$ cat src/rtl/game_pkg.sv
// Shared game-flow types: state encoding, default frame counts and
// the screen-select decode used by the sequencer and the drawing mux.
package game_pkg;

  typedef enum logic [2:0] {
    IDLE        = 3'd0,
    START_PULSE = 3'd1,
    PLAYING     = 3'd2,
    LEVEL_CLEAR = 3'd3,
    GAME_OVER   = 3'd4,
    WIN         = 3'd5
  } game_state_t;

  localparam int unsigned CLEAR_FRAMES_DEF = 120;
  localparam int unsigned END_FRAMES_DEF   = 180;

  typedef struct packed {
    logic play;
    logic start;
    logic clear;
    logic over;
    logic win;
  } screen_t;

  function automatic screen_t screen_of(input game_state_t s);
    screen_t f;
    f = '0;
    case (s)
      IDLE:        f.start = 1'b1;
      PLAYING:     f.play  = 1'b1;
      LEVEL_CLEAR: f.clear = 1'b1;
      GAME_OVER:   f.over  = 1'b1;
      WIN:         f.win   = 1'b1;
      default:     f = '0;
    endcase
    return f;
  endfunction

endpackage

$ cat src/rtl/game_state_ctrl_key_edge_detect.sv
// Key sync register plus rising-edge pulse; one cycle per 0->1 press.
module key_edge_detect (
  input  logic clk,
  input  logic resetN,
  input  logic key,
  output logic press
);

  logic key_q;
  logic key_qq;

  always_ff @(posedge clk) begin
    if (!resetN) begin
      key_q  <= 1'b0;
      key_qq <= 1'b0;
    end else begin
      key_q  <= key;
      key_qq <= key_q;
    end
  end

  assign press = key_q & ~key_qq;

endmodule

$ cat src/rtl/game_state_ctrl.sv
// Game-flow sequencer: start, play, level-clear and end screens,
// with restart pulses for gameplay objects and the lose detector.
module game_state_ctrl
  import game_pkg::*;
#(
  parameter int unsigned NUM_LEVELS   = 3,
  parameter int unsigned CLEAR_FRAMES = CLEAR_FRAMES_DEF,
  parameter int unsigned END_FRAMES   = END_FRAMES_DEF
) (
  input  logic        clk,
  input  logic        resetN,
  input  logic        startOfFrame,
  input  logic        startKey,
  input  logic        lost,
  input  logic        allAliensDead,
  output game_state_t gameState,
  output logic [3:0]  level,
  output logic        playEnable,
  output logic        levelResetN,
  output logic        gameResetN,
  output logic        showStart,
  output logic        showClear,
  output logic        showGameOver,
  output logic        showWin
);

  localparam int unsigned MAX_FRAMES =
    (CLEAR_FRAMES > END_FRAMES) ? CLEAR_FRAMES : END_FRAMES;
  localparam int unsigned CW = $clog2(MAX_FRAMES) + 1;

  logic          key_press;
  game_state_t   state_n;
  logic [CW-1:0] cnt;
  logic [CW-1:0] cnt_inc;
  logic          first;
  logic          sof_cnt;
  logic          entering;
  logic          clear_done;

  key_edge_detect u_key (
    .clk    (clk),
    .resetN (resetN),
    .key    (startKey),
    .press  (key_press)
  );

  // Frames are ignored in the first cycle of a state.
  assign sof_cnt = startOfFrame && !first &&
                   (cnt != CW'(MAX_FRAMES));
  assign cnt_inc = cnt + {{(CW-1){1'b0}}, sof_cnt};

  always_comb begin
    state_n = gameState;
    case (gameState)
      IDLE:
        if (key_press) state_n = START_PULSE;
      START_PULSE:
        state_n = PLAYING;
      PLAYING:
        if (lost)
          state_n = GAME_OVER;
        else if (allAliensDead && level == 4'(NUM_LEVELS))
          state_n = WIN;
        else if (allAliensDead)
          state_n = LEVEL_CLEAR;
      LEVEL_CLEAR:
        if (cnt == CW'(CLEAR_FRAMES)) state_n = PLAYING;
      GAME_OVER, WIN:
        if (key_press && cnt >= CW'(END_FRAMES))
          state_n = IDLE;
      default:
        state_n = IDLE;
    endcase
  end

  assign entering   = (state_n != gameState);
  // Level reset goes low in the last LEVEL_CLEAR cycle.
  assign clear_done = (gameState == LEVEL_CLEAR) && !entering &&
                      (cnt_inc == CW'(CLEAR_FRAMES));

  always_ff @(posedge clk) begin
    if (!resetN) begin
      gameState    <= IDLE;
      level        <= '0;
      cnt          <= '0;
      first        <= 1'b1;
      playEnable   <= 1'b0;
      levelResetN  <= 1'b1;
      gameResetN   <= 1'b1;
      showStart    <= 1'b1;
      showClear    <= 1'b0;
      showGameOver <= 1'b0;
      showWin      <= 1'b0;
    end else begin
      gameState <= state_n;
      {playEnable, showStart, showClear,
       showGameOver, showWin} <= screen_of(state_n);
      first       <= entering;
      cnt         <= entering ? '0 : cnt_inc;
      gameResetN  <= (state_n != START_PULSE);
      levelResetN <= !((state_n == START_PULSE) || clear_done);
      if (gameState == IDLE && entering)
        level <= 4'd1;
      else if (gameState == LEVEL_CLEAR && entering &&
               level < 4'(NUM_LEVELS))
        level <= level + 4'd1;
    end
  end

endmodule

$ cat config.mk
export PLATFORM = sky130hd
export DESIGN_NAME = game_state_ctrl
export DESIGN_NICKNAME = d
export VERILOG_FILES = /design/src/rtl/game_pkg.sv /design/src/rtl/game_state_ctrl_key_edge_detect.sv /design/src/rtl/game_state_ctrl.sv
export SDC_FILE = /design/constraint.sdc
export NUM_CORES = 1
export LEC_CHECK = 0
export BUFFER_PORTS_ARGS = -buffer_cell sky130_fd_sc_hd__buf_4
export CAP_MARGIN = 20
export CELL_PAD_IN_SITES_DETAIL_PLACEMENT = 0
export CELL_PAD_IN_SITES_GLOBAL_PLACEMENT = 1
export CORE_ASPECT_RATIO = 1.1
export CORE_MARGIN = 2
export CORE_UTILIZATION = 44
export DETAILED_ROUTE_END_ITERATION = 7
export GPL_ROUTABILITY_DRIVEN = 0
export PLACE_DENSITY_LB_ADDON = 0.1
export SKIP_CTS_REPAIR_TIMING = 1
export SLEW_MARGIN = 20
export SYNTH_ARGS = -nofsm -noshare
export SYNTH_HDL_FRONTEND = slang
export SYNTH_SLANG_ARGS = --single-unit
export TNS_END_PERCENT = 50
$ cat constraint.sdc
create_clock -name clk -period 3.8 [get_ports clk]
set_clock_uncertainty 0.1 [all_clocks]
set_input_delay 0.57 -clock clk [delete_from_list [all_inputs] [get_ports clk]]
set_output_delay 0.57 -clock clk [all_outputs]
set_load 0.03 [all_outputs]
### After elaboration in Yosys (flattened, before gate mapping)

Index checks and enable logic that the tools add are counted.

* equal/unequal tests: 16
* bitwise gates (word level): 3
* order comparisons: 2
* reductions and logical operators: 19
* $add $sub $neg: 2
* mux-type cells: 14

Operators with widths (count)
* $eq 9x7->1 const B: 2
* $mux 3: 6
* $pmux 3 s5: 1
* $eq 3x2->1 const B: 4
* $eq 3x3->1 const B: 4
* $add 9x1->9: 1
* $ge 9x8->1 const B: 1
* $logic_and 1x1->1: 9
* $ne 9x8->1 const B: 1
* $mux 1: 7
* $eq 3x1->1 const B: 2
* $logic_not 3->1: 2
* $reduce_or 2->1: 3
* $add 4x1->4 const B: 1
* $eq 4x2->1 const B: 1
* $lt 4x2->1 const B: 1
* $logic_not 1->1: 3
* $ne 3x1->1 const B: 1
* $ne 3x3->1: 1
* $not 1->1: 2
* $reduce_bool 2->1: 1
* $and 1x1->1: 1
* $logic_or 1x1->1: 1

* bits in registers: 26
* bits of input ports: 6
* word-level logic and storage cells: 70
* output and inout port bits: 14

### Logic depth before layout (Yosys ltp)

Gate-level depths: netlist of run 1.

* word-level depth: 11
* mapped depth: 11

### Hierarchy

Synthesis of run 1 repeated with hierarchy kept, for this count alone.

* cell total of the unflattened synthesis: 135
* area, all modules: 1239.9 µm²

By module, submodules not included
* game_state_ctrl: seq. area each 480.5 µm², times used 1, area an instance 1173.6 µm², cells an instance 130
* key_edge_detect: seq. area each 40.0 µm², times used 1, area an instance 66.3 µm², cells an instance 5

### Worst setup path after synthesis of run 1

No wires, ideal clock.

* path type: reg-to-reg
* start point: register cnt[7]
* end point: register levelResetN
* cell stages (with the launch flop): 11
* path slack: 1318 ps
* setup time: 120 ps
* arrival: 2263 ps
* cell sequence: dfxtp_1 inv_1 nor4b_1 nand3_1 and3b_1 ha_1 ha_1 nor3_1 nand3_1 or4_1 o31a_1

* elaborated cells between the ends (all ways): 17
* classes of those cells: add/sub (1); order compare (1); eq/ne (5); mux (3); reduce/logical (7)

RTL lines
* start: declaration: RTL line game_state_ctrl.sv:33 `logic [CW-1:0] cnt;`
* start signal: assignment: RTL line game_state_ctrl.sv:99 `cnt <= entering ? '0 : cnt_inc;`
* $ne 9x8->1: RTL line game_state_ctrl.sv:49 `(cnt != CW'(MAX_FRAMES));`
* $logic_and 1x1->1: RTL line game_state_ctrl.sv:48 `assign sof_cnt = startOfFrame && !first &&`
* $add 9x1->9: RTL line game_state_ctrl.sv:50 `assign cnt_inc = cnt + {{(CW-1){1'b0}}, sof_cnt};`
* named net cnt_inc[1]: RTL line game_state_ctrl.sv:34 `logic [CW-1:0] cnt_inc;`
* $eq 9x7->1: RTL line game_state_ctrl.sv:79 `(cnt_inc == CW'(CLEAR_FRAMES));`
* $logic_and 1x1->1: RTL line game_state_ctrl.sv:78 `assign clear_done = (gameState == LEVEL_CLEAR) && !entering &&`
* $logic_or 1x1->1: RTL line game_state_ctrl.sv:101 `levelResetN <= !((state_n == START_PULSE) || clear_done);`
* $logic_not 1->1: RTL line game_state_ctrl.sv:101
* end signal: assignment: RTL line game_state_ctrl.sv:101
* end: declaration: RTL line game_state_ctrl.sv:19 `output logic levelResetN,`

The timed path passes the listed nets, and every way through them passes these cells.
A chain may end at the register's enable or synchronous reset.

### Worst setup path after layout of run 1

* start point: register cnt[2]
* end point: register levelResetN

The elaborated chain is that of the path after synthesis.

==> results of run 1 <==
## layout make-up
type	count	area share (%)
clock buffer	4	2.622
timing repair buffer	20	10.85
tap	31	2.803
inverter	8	2.170
sequential	26	37.61
multi-input combinational	92	43.94
## stage by stage
step	instances	instance area, µm²
finish	181	1384
global route	181	1384
CTS	181	1384
detailed placement	177	1348
global placement	177	1348
floorplan	129	1176
## cells in the final DEF (no fill, tap or decap), types with 2 or more instances in the layout
master	count
a31oi_1	2
and2_1	5
and3_1	2
buf_4	20
clkbuf_4	3
dfxtp_1	26
ha_1	3
inv_1	8
nand2_1	5
nand2b_1	2
nand3_1	5
nand3b_1	2
nor2_1	19
nor2b_1	3
nor3_1	3
nor4b_1	2
o21ai_0	5
o31a_1	2
xnor2_1	7
xor2_1	2
## cell families (layout without fill, tap and decap cells)
logic type | Yosys count | after routing | share of synthesized area, %
AO/OA/AOI/OAI | 19 | 19 | 11.17
XOR/XNOR | 9 | 9 | 6.703
adder cells (fa/ha/maj) | 3 | 3 | 3.192
buffers and inverters | 11 | 32 | 4.043
flip-flops | 26 | 26 | 44.26
multiplexers | 1 | 1 | 0.8511
AND/OR/NAND/NOR | 60 | 60 | 29.79
## state kept, by name, summed over array words and instances, names as in the netlist
signal        flops
cnt               9
first             1
gameResetN        1
gameState         3
level             4
levelResetN       1
playEnable        1
showClear         1
showGameOver      1
showStart         1
showWin           1
u_key.key_q       1
u_key.key_qq      1
## routing by layer
layer,track usage [%],up-vias,wire [µm]
met4,6.593,0,18
met3,2.320,2,98
met2,27.34,18,1130
met1,20.77,435,1015
met5,0,-,0
li1,-,492,-
## path summary, 6_finish.rpt
check / startpoint / to / slack [ps] / depth (start not counted)
max reg2reg: cnt[2] / levelResetN / 1160 / 9
min: startKey / u_key.key_q / 370 / 2
min reg2reg: u_key.key_q / u_key.key_qq / 380 / 1
max: cnt[2] / levelResetN / 1160 / 9
## power by group through the flow
stage          Clock (µW)  Combinational [µW]  Sequential, µW
5_1_grt               153                 135             307
3_3_place_gp            0                 123             311
3_5_place_dp            0                 123             311
6_report              135                 122             304
2_1_floorplan           0                59.6             332
4_1_cts               142                 124             305
==> summary.md, run 1 <==
| Metric | Value |
|---|---|
| Synth Flop Type | `dfxtp_1` |
| Sequential share of the synthesized area | `44.26%` |
| Initial antenna violation count | `0` |
| Ranking of synthesized cells by area | `dfxtp_1, nor2_1, xnor2_1, ha_1, and2_1` |
| Final net count | `160` |
| Die W | `53.30 µm` |
| Crit path cell chain | `nor4b_1 -> nand3_1 -> and3b_1 -> ha_1 -> ha_1 -> nor3_1 -> nand3_1 -> or4_1 -> o31a_1` |
| Longest Clk Path Bufs | `2` |
| Minimum clock period | `2640 ps` |
| RSZ-0062 raised after global routing | `no` |
| Setup crit start kind | `register` |
| Crit path max-delay cell type | `dfxtp_1` |
| Final TNS setup | `0 ps` |
| Placement Setup Slack | `1147 ps` |
| Status | `finished, final reports clean` |
| I/O pins | `20` |
| Max Cap Viol | `0` |
| Clock root cell | `clkbuf_4` |
| Multi-input combinational cell area | `608.1 µm²` |
| Top cells by count, synth | `dfxtp_1, nor2_1, inv_1` |
| Sink Count | `26` |
| Max Slew Vio Count | `0` |
| Syn nets | `138` |
| TritonCTS Buffers | `3` |
| Final hold vios | `0` |
| Total core area | `2520 µm²` |
| Share of layout cells above drive strength 1 | `19.33%` |
| Worst-path clk slew | `140 ps` |
| Total GRT Usage | `16.34%` |
| Required @ worst endpoint | `3920 ps` |
| Drt drc | `0` |
| CP delay by family, top | `simple AND/OR/NAND/NOR gates` |
| Total Wirelength | `2.262 mm` |
| Largest net degree at the start of global routing | `15` |
| Vias per cell | `5.232` |
| First-pass DRT Iterations | `4` |
| Core Rows | `19` |
| CP bufs+invs | `0` |
| Slew Limit Headroom | `74.50%` |
| Clock Latency Late Sink | `310 ps` |
| Part of the power in registers | `54.2%` |
| IO buf count | `19` |
| Kind of end point of the critical path | `register` |
| Crit path max fanout | `7` |
| Via count | `947` |
| Worst slew pin tran | `377.4 ps` |
| Seq cells post-synth | `26` |
| Yosys top cell area share | `44.26%` |
| Syn avg cell area | `9.117 µm²` |
| Power Density | `405.9 nW/µm²` |
| Global-route wire length before repair | `3.801 mm` |
| Most common cell in the netlist | `dfxtp_1` |
| Async set-reset flop share out of synthesis | `0%` |
| Routed WL per cell | `12.50 µm` |
| Crit path DAT | `2760 ps` |
| HP Class | `in -> reg` |
| Fillers | `261` |
| Final HPWL DP | `1.729 mm` |
| EDFF count, synth | `0` |
| Crit Path Class | `reg -> reg` |
| Die Area | `3103 µm²` |
| Register area | `520.5 µm²` |
| Peak supply drop | `0.0002733 V` |
| Vias in the first global route | `886` |
| Psw | `163.4 µW` |
| Distinct cells, synth | `43` |
| Initial Util | `46.67%` |
| Worst setup margin | `1160 ps` |
| CTS tree | `yes` |
| Total power | `561.7 µW` |
| Pint | `398.4 µW` |
| FMAX | `378.7 MHz` |
| Synth area leader | `dfxtp_1` |
| Mapped Cells | `129` |
| DR iter-0 viols | `25` |
| Htree depth | `1` |
| Grt ovf | `0` |
| Final period util | `69.49%` |
| Leakage | `0.0005658 µW` |
| Synth Cell Area | `1176 µm²` |
| Final setup violation count | `0` |
| Clock power frac | `24.1%` |
| N_diodes | `0` |
| Worst hold slack | `369.2 ps` |
| Yosys warning count | `0` |
| Die H | `58.23 µm` |
| CP max stage delay | `490 ps` |
| Final antenna-violating net count | `0` |
| Comb power frac | `21.7%` |
| P&R area growth vs syn | `17.66%` |
| Net Sw Frac | `29.08%` |
| Final cell utilization of the core | `54.92%` |
Note: power is estimated with default switching activity, not from simulation.
==> inputs of run 2 (changes only) <==
CORE_UTILIZATION = 37   (was 44)
clock period = 2.2 ns   (was 3.8 ns; I/O delays follow)
==> summary.md, run 2 (synthesized netlist as in run 1, its figures left out) <==
| Metric | Value |
|---|---|
| Routed WL per cell | `12.88 µm` |
| Core Rows | `21` |
| Drt drc | `0` |
| Vias per cell | `5.281` |
| Crit path DAT | `2520 ps` |
| Total core area | `3048 µm²` |
| Grt ovf | `0` |
| Final setup violation count | `1` |
| Die Area | `3646 µm²` |
| Max Slew Vio Count | `0` |
| Worst hold path startpoint | `startKey` |
| Failing checks | `negative setup slack` |
| CTS tree | `yes` |
| Total power | `997.4 µW` |
| Top flop regs | `cnt (9), level (4), gameState (3)` |
| First-pass DRT Iterations | `4` |
| Final antenna-violating net count | `0` |
| Power Density | `634.7 nW/µm²` |
| FMAX | `417.9 MHz` |
| Vias in the first global route | `1,006` |
| Initial antenna violation count | `0` |
| Clock root cell | `clkbuf_4` |
| TritonCTS Buffers | `3` |
| Htree depth | `1` |
| Final cell utilization of the core | `51.56%` |
| Share of layout cells above drive strength 1 | `33.33%` |
| Total Wirelength | `2.563 mm` |
| N_diodes | `0` |
| Clock Latency Late Sink | `320 ps` |
| Sink Count | `26` |
| Max reg flops | `9` |
| P&R area growth vs syn | `33.62%` |
| Crit Path Class | `reg -> reg` |
| Worst-path clk slew | `130 ps` |
| Setup crit start kind | `register` |
| Kind of end point of the critical path | `register` |
| RR Startpoint | `cnt[7]` |
| Die H | `63.13 µm` |
| Leakage | `0.0006446 µW` |
| Peak supply drop | `0.0003801 V` |
| RSZ-0062 raised after global routing | `yes` |
| Most common cell after layout, fill and taps aside | `buf_4` |
| Required @ worst endpoint | `2330 ps` |
| Worst slew pin tran | `409.4 ps` |
| DR iter-0 viols | `9` |
| Via count | `1,051` |
| HP Class | `in -> reg` |
| Total GRT Usage | `15.07%` |
| Final period util | `108.8%` |
| Status | `complete, but fails checks` |
| Max Cap Viol | `0` |
| Most flops, register | `cnt` |
| Worst setup margin | `-193.1 ps` |
| Crit path launch | `cnt[7]` |
| Final hold vios | `0` |
| Crit path max fanout | `3` |
| Most frequent cells in the layout | `buf_4, dfxtp_1, nor2_1, inv_1, xnor2_1` |
| Final TNS setup | `-193.1 ps` |
| Slew Limit Headroom | `72.34%` |
| Final net count | `175` |
| I/O pins | `20` |
| Final HPWL DP | `2.026 mm` |
| Longest Clk Path Bufs | `2` |
| Minimum clock period | `2393 ps` |
| Initial Util | `38.59%` |
| Worst hold slack | `111.8 ps` |
| IO buf count | `19` |
| Die W | `57.76 µm` |
| Global-route wire length before repair | `4.284 mm` |
| Fillers | `305` |
| Largest net degree at the start of global routing | `15` |
==> run 2: cell types whose count changed in the layout (fill, tap and decap cells not counted), moves of 2 or more <==
cell / delta
ha_1: -2
ha_4: +2
buf_4: +15
dfxtp_2: +3
dfxtp_1: -3
nor3_1: -2
==> run 2: final timing paths <==
check	end	slack, ps	depth (start not counted)
max	levelResetN	-190	9
max reg2reg	levelResetN	-190	9
min	u_key.key_q	110	2
min reg2reg	u_key.key_qq	380	1
==> run 2: metrics by stage <==
stage          worst slack, ps  cell area [µm²]  instances
2_1_floorplan           -102.8             1224        129
3_3_place_gp            -112.7             1511        195
3_5_place_dp            -166.8             1511        195
4_1_cts                 -186.1             1548        199
5_1_grt                 -281.6             1572        199
6_report                -193.1             1572        199
==> run 2: worst max-delay path: stages, from the launching register on <==
cell and delay [ps]:
dfxtp_2 350, inv_2 50, nor4b_4 230, nand3_1 90, and3b_2 230, ha_4 180
ha_4 170, xor2_1 140, or4_1 510, o31a_1 240
==> run 2: cell type report <==
class / count / area [µm²] / share of cell area, %
Inverter: 8 / 30.03 / 1.911
Sequential cell: 26 / 524.3 / 33.36
Clock buffer: 4 / 36.28 / 2.309
Timing Repair Buffer: 35 / 262.8 / 16.72
Multi-Input combinational cell: 92 / 675.6 / 42.99
Tap cell: 34 / 42.54 / 2.707
==> run 2: power by group <==
part	internal [µW]	total, µW	switching, µW
logic	102	235	134
registers	502	526	24.0
clock network	101	236	135
total	704	997	293
==> run 2: per-layer routing <==
metal / up-vias / global-route usage (%) / part of all wire (%)
met4: 0 / 5.814 / 1.7
met1: 509 / 17.22 / 42
met5: - / 0 / 0
li1: 520 / - / -
met2: 17 / 26.99 / 53
met3: 5 / 2.875 / 3.7
==> inputs of run 3 (changes only) <==
CAP_MARGIN = 10   (was 20)
REMOVE_ABC_BUFFERS = 1   (was unset)
==> summary.md, run 3 (synthesized netlist as in run 1, its figures left out) <==
| Metric | Value |
|---|---|
| Status | `complete, but fails checks` |
| Failing checks | `negative setup slack` |
| RSZ-0062 raised after global routing | `yes` |
| Global-route wire length before repair | `4.202 mm` |
| Worst-path clk slew | `130 ps` |
| Reg2Reg Setup Slack | `-220 ps` |
| Initial Util | `38.59%` |
| Htree depth | `1` |
| Crit path max fanout | `3` |
| Peak supply drop | `0.0004218 V` |
| RR Startpoint | `cnt[7]` |
| Total power | `953.2 µW` |
| Final period util | `110.0%` |
| Crit path DAT | `2530 ps` |
| Max Cap Viol | `0` |
| Worst hold path depth | `2` |
| Initial antenna violation count | `0` |
| Clock root cell | `clkbuf_4` |
| Core Rows | `21` |
| Longest Clk Path Bufs | `2` |
| Vias in the first global route | `931` |
| DR iter-0 viols | `18` |
| TritonCTS Buffers | `3` |
| Kind of end point of the critical path | `register` |
| IO buf count | `19` |
| Vias per cell | `5.061` |
| Sink Count | `26` |
| Final setup violation count | `1` |
| Power Density | `621.9 nW/µm²` |
| Max Slew Vio Count | `0` |
| Total Wirelength | `2.595 mm` |
| Most flops, register | `cnt` |
| Most common cell after layout, fill and taps aside | `buf_4` |
| Final net count | `175` |
| Final hold vios | `0` |
| FF-to-FF End | `levelResetN` |
| Routed WL per cell | `13.11 µm` |
| Total core area | `3048 µm²` |
| CTS tree | `yes` |
| Minimum clock period | `2421 ps` |
| Grt ovf | `0` |
| Setup crit start kind | `register` |
| Max reg flops | `9` |
| Die H | `63.13 µm` |
| Worst setup margin | `-220.9 ps` |
| HP Class | `in -> reg` |
| R2R depth | `10` |
| P&R area growth vs syn | `30.32%` |
| Die W | `57.76 µm` |
| Die Area | `3646 µm²` |
| I/O pins | `20` |
| Required @ worst endpoint | `2310 ps` |
| Final antenna-violating net count | `0` |
| Worst hold path startpoint | `startKey` |
| Final TNS setup | `-220.9 ps` |
| Final HPWL DP | `1.977 mm` |
| Crit Path Class | `reg -> reg` |
| Total GRT Usage | `14.82%` |
| Via count | `1,002` |
| Most frequent cells in the layout | `buf_4, dfxtp_1, nor2_1, inv_1, xnor2_1` |
| First-pass DRT Iterations | `4` |
| Largest net degree at the start of global routing | `14` |
| Worst slew pin tran | `429.2 ps` |
| Slew Limit Headroom | `71.34%` |
| Leakage | `0.0006401 µW` |
| Hold EP | `u_key.key_q` |
| Drt drc | `0` |
| Clock Latency Late Sink | `310 ps` |
| Top flop regs | `cnt (9), level (4), gameState (3)` |
| Worst hold slack | `125.7 ps` |
| FMAX | `413.1 MHz` |
| Share of layout cells above drive strength 1 | `30.49%` |
| N_diodes | `0` |
-- run 3: cell types whose count changed in the layout (fill, tap and decap cells not counted), sizes merged --
| cell | before | now |
|---|---|---|
| clkbuf | 4 | 3 |
-- run 3: critical path: stages, from the launching register on --
cell	delay (ps)
dfxtp_2	350
inv_1	50
nor4b_2	260
nand3_1	90
and3b_2	230
ha_4	180
ha_4	160
nand3_2	100
a31oi_1	90
or4_1	470
o31a_1	240
-- run 3: metrics by stage --
step	setup slack, ps	instances	util, %	area (µm²)
after global routing	-364.5	198	50.29	1533
final	-220.9	198	50.29	1533
after detailed placement	-360.5	195	48.03	1464
after CTS	-400.5	198	48.77	1486
after global placement	-292.0	195	48.03	1464
after floorplan	-282.4	126	-	1159
-- run 3: layout make-up --
class | count | area [µm²]
fillers | 294 | 1515
clock buffers | 3 | 22.52
inverters | 8 | 30.03
flip-flops and latches | 26 | 521.8
multi-input cells | 92 | 653.1
well taps | 34 | 42.54
repair buffers | 35 | 262.8
-- run 3: layer usage --
| metal | track usage (%) | up-vias | part of all wire (%) | wire length (µm) |
|---|---|---|---|---|
| met5 | 0 | - | 0 | 0 |
| met4 | 6.105 | 0 | 0.77 | 20 |
| met3 | 2.053 | 2 | 2.5 | 66 |
| met2 | 24.43 | 11 | 52 | 1361 |
| met1 | 19.13 | 462 | 44 | 1147 |
| li1 | - | 527 | - | - |
-- run 3: how the worst max path moves through the flow --
stage	cells after the start	to	from	slack, ps
after floorplan	10	levelResetN	cnt[7]	-280
after global placement	10	levelResetN	cnt[7]	-290
after detailed placement	10	levelResetN	cnt[7]	-360
after CTS	10	levelResetN	cnt[7]	-400
after global routing	10	levelResetN	cnt[7]	-360
final	10	levelResetN	cnt[7]	-220
-- run 3: where the power goes --
| group | leakage (µW) | switching (µW) | internal, µW |
|---|---|---|---|
| clock network | 0.0000138 | 129 | 63.9 |
| logic | 0.000414 | 133 | 101 |
| registers | 0.000212 | 24.2 | 501 |
| total | 0.000640 | 286 | 667 |
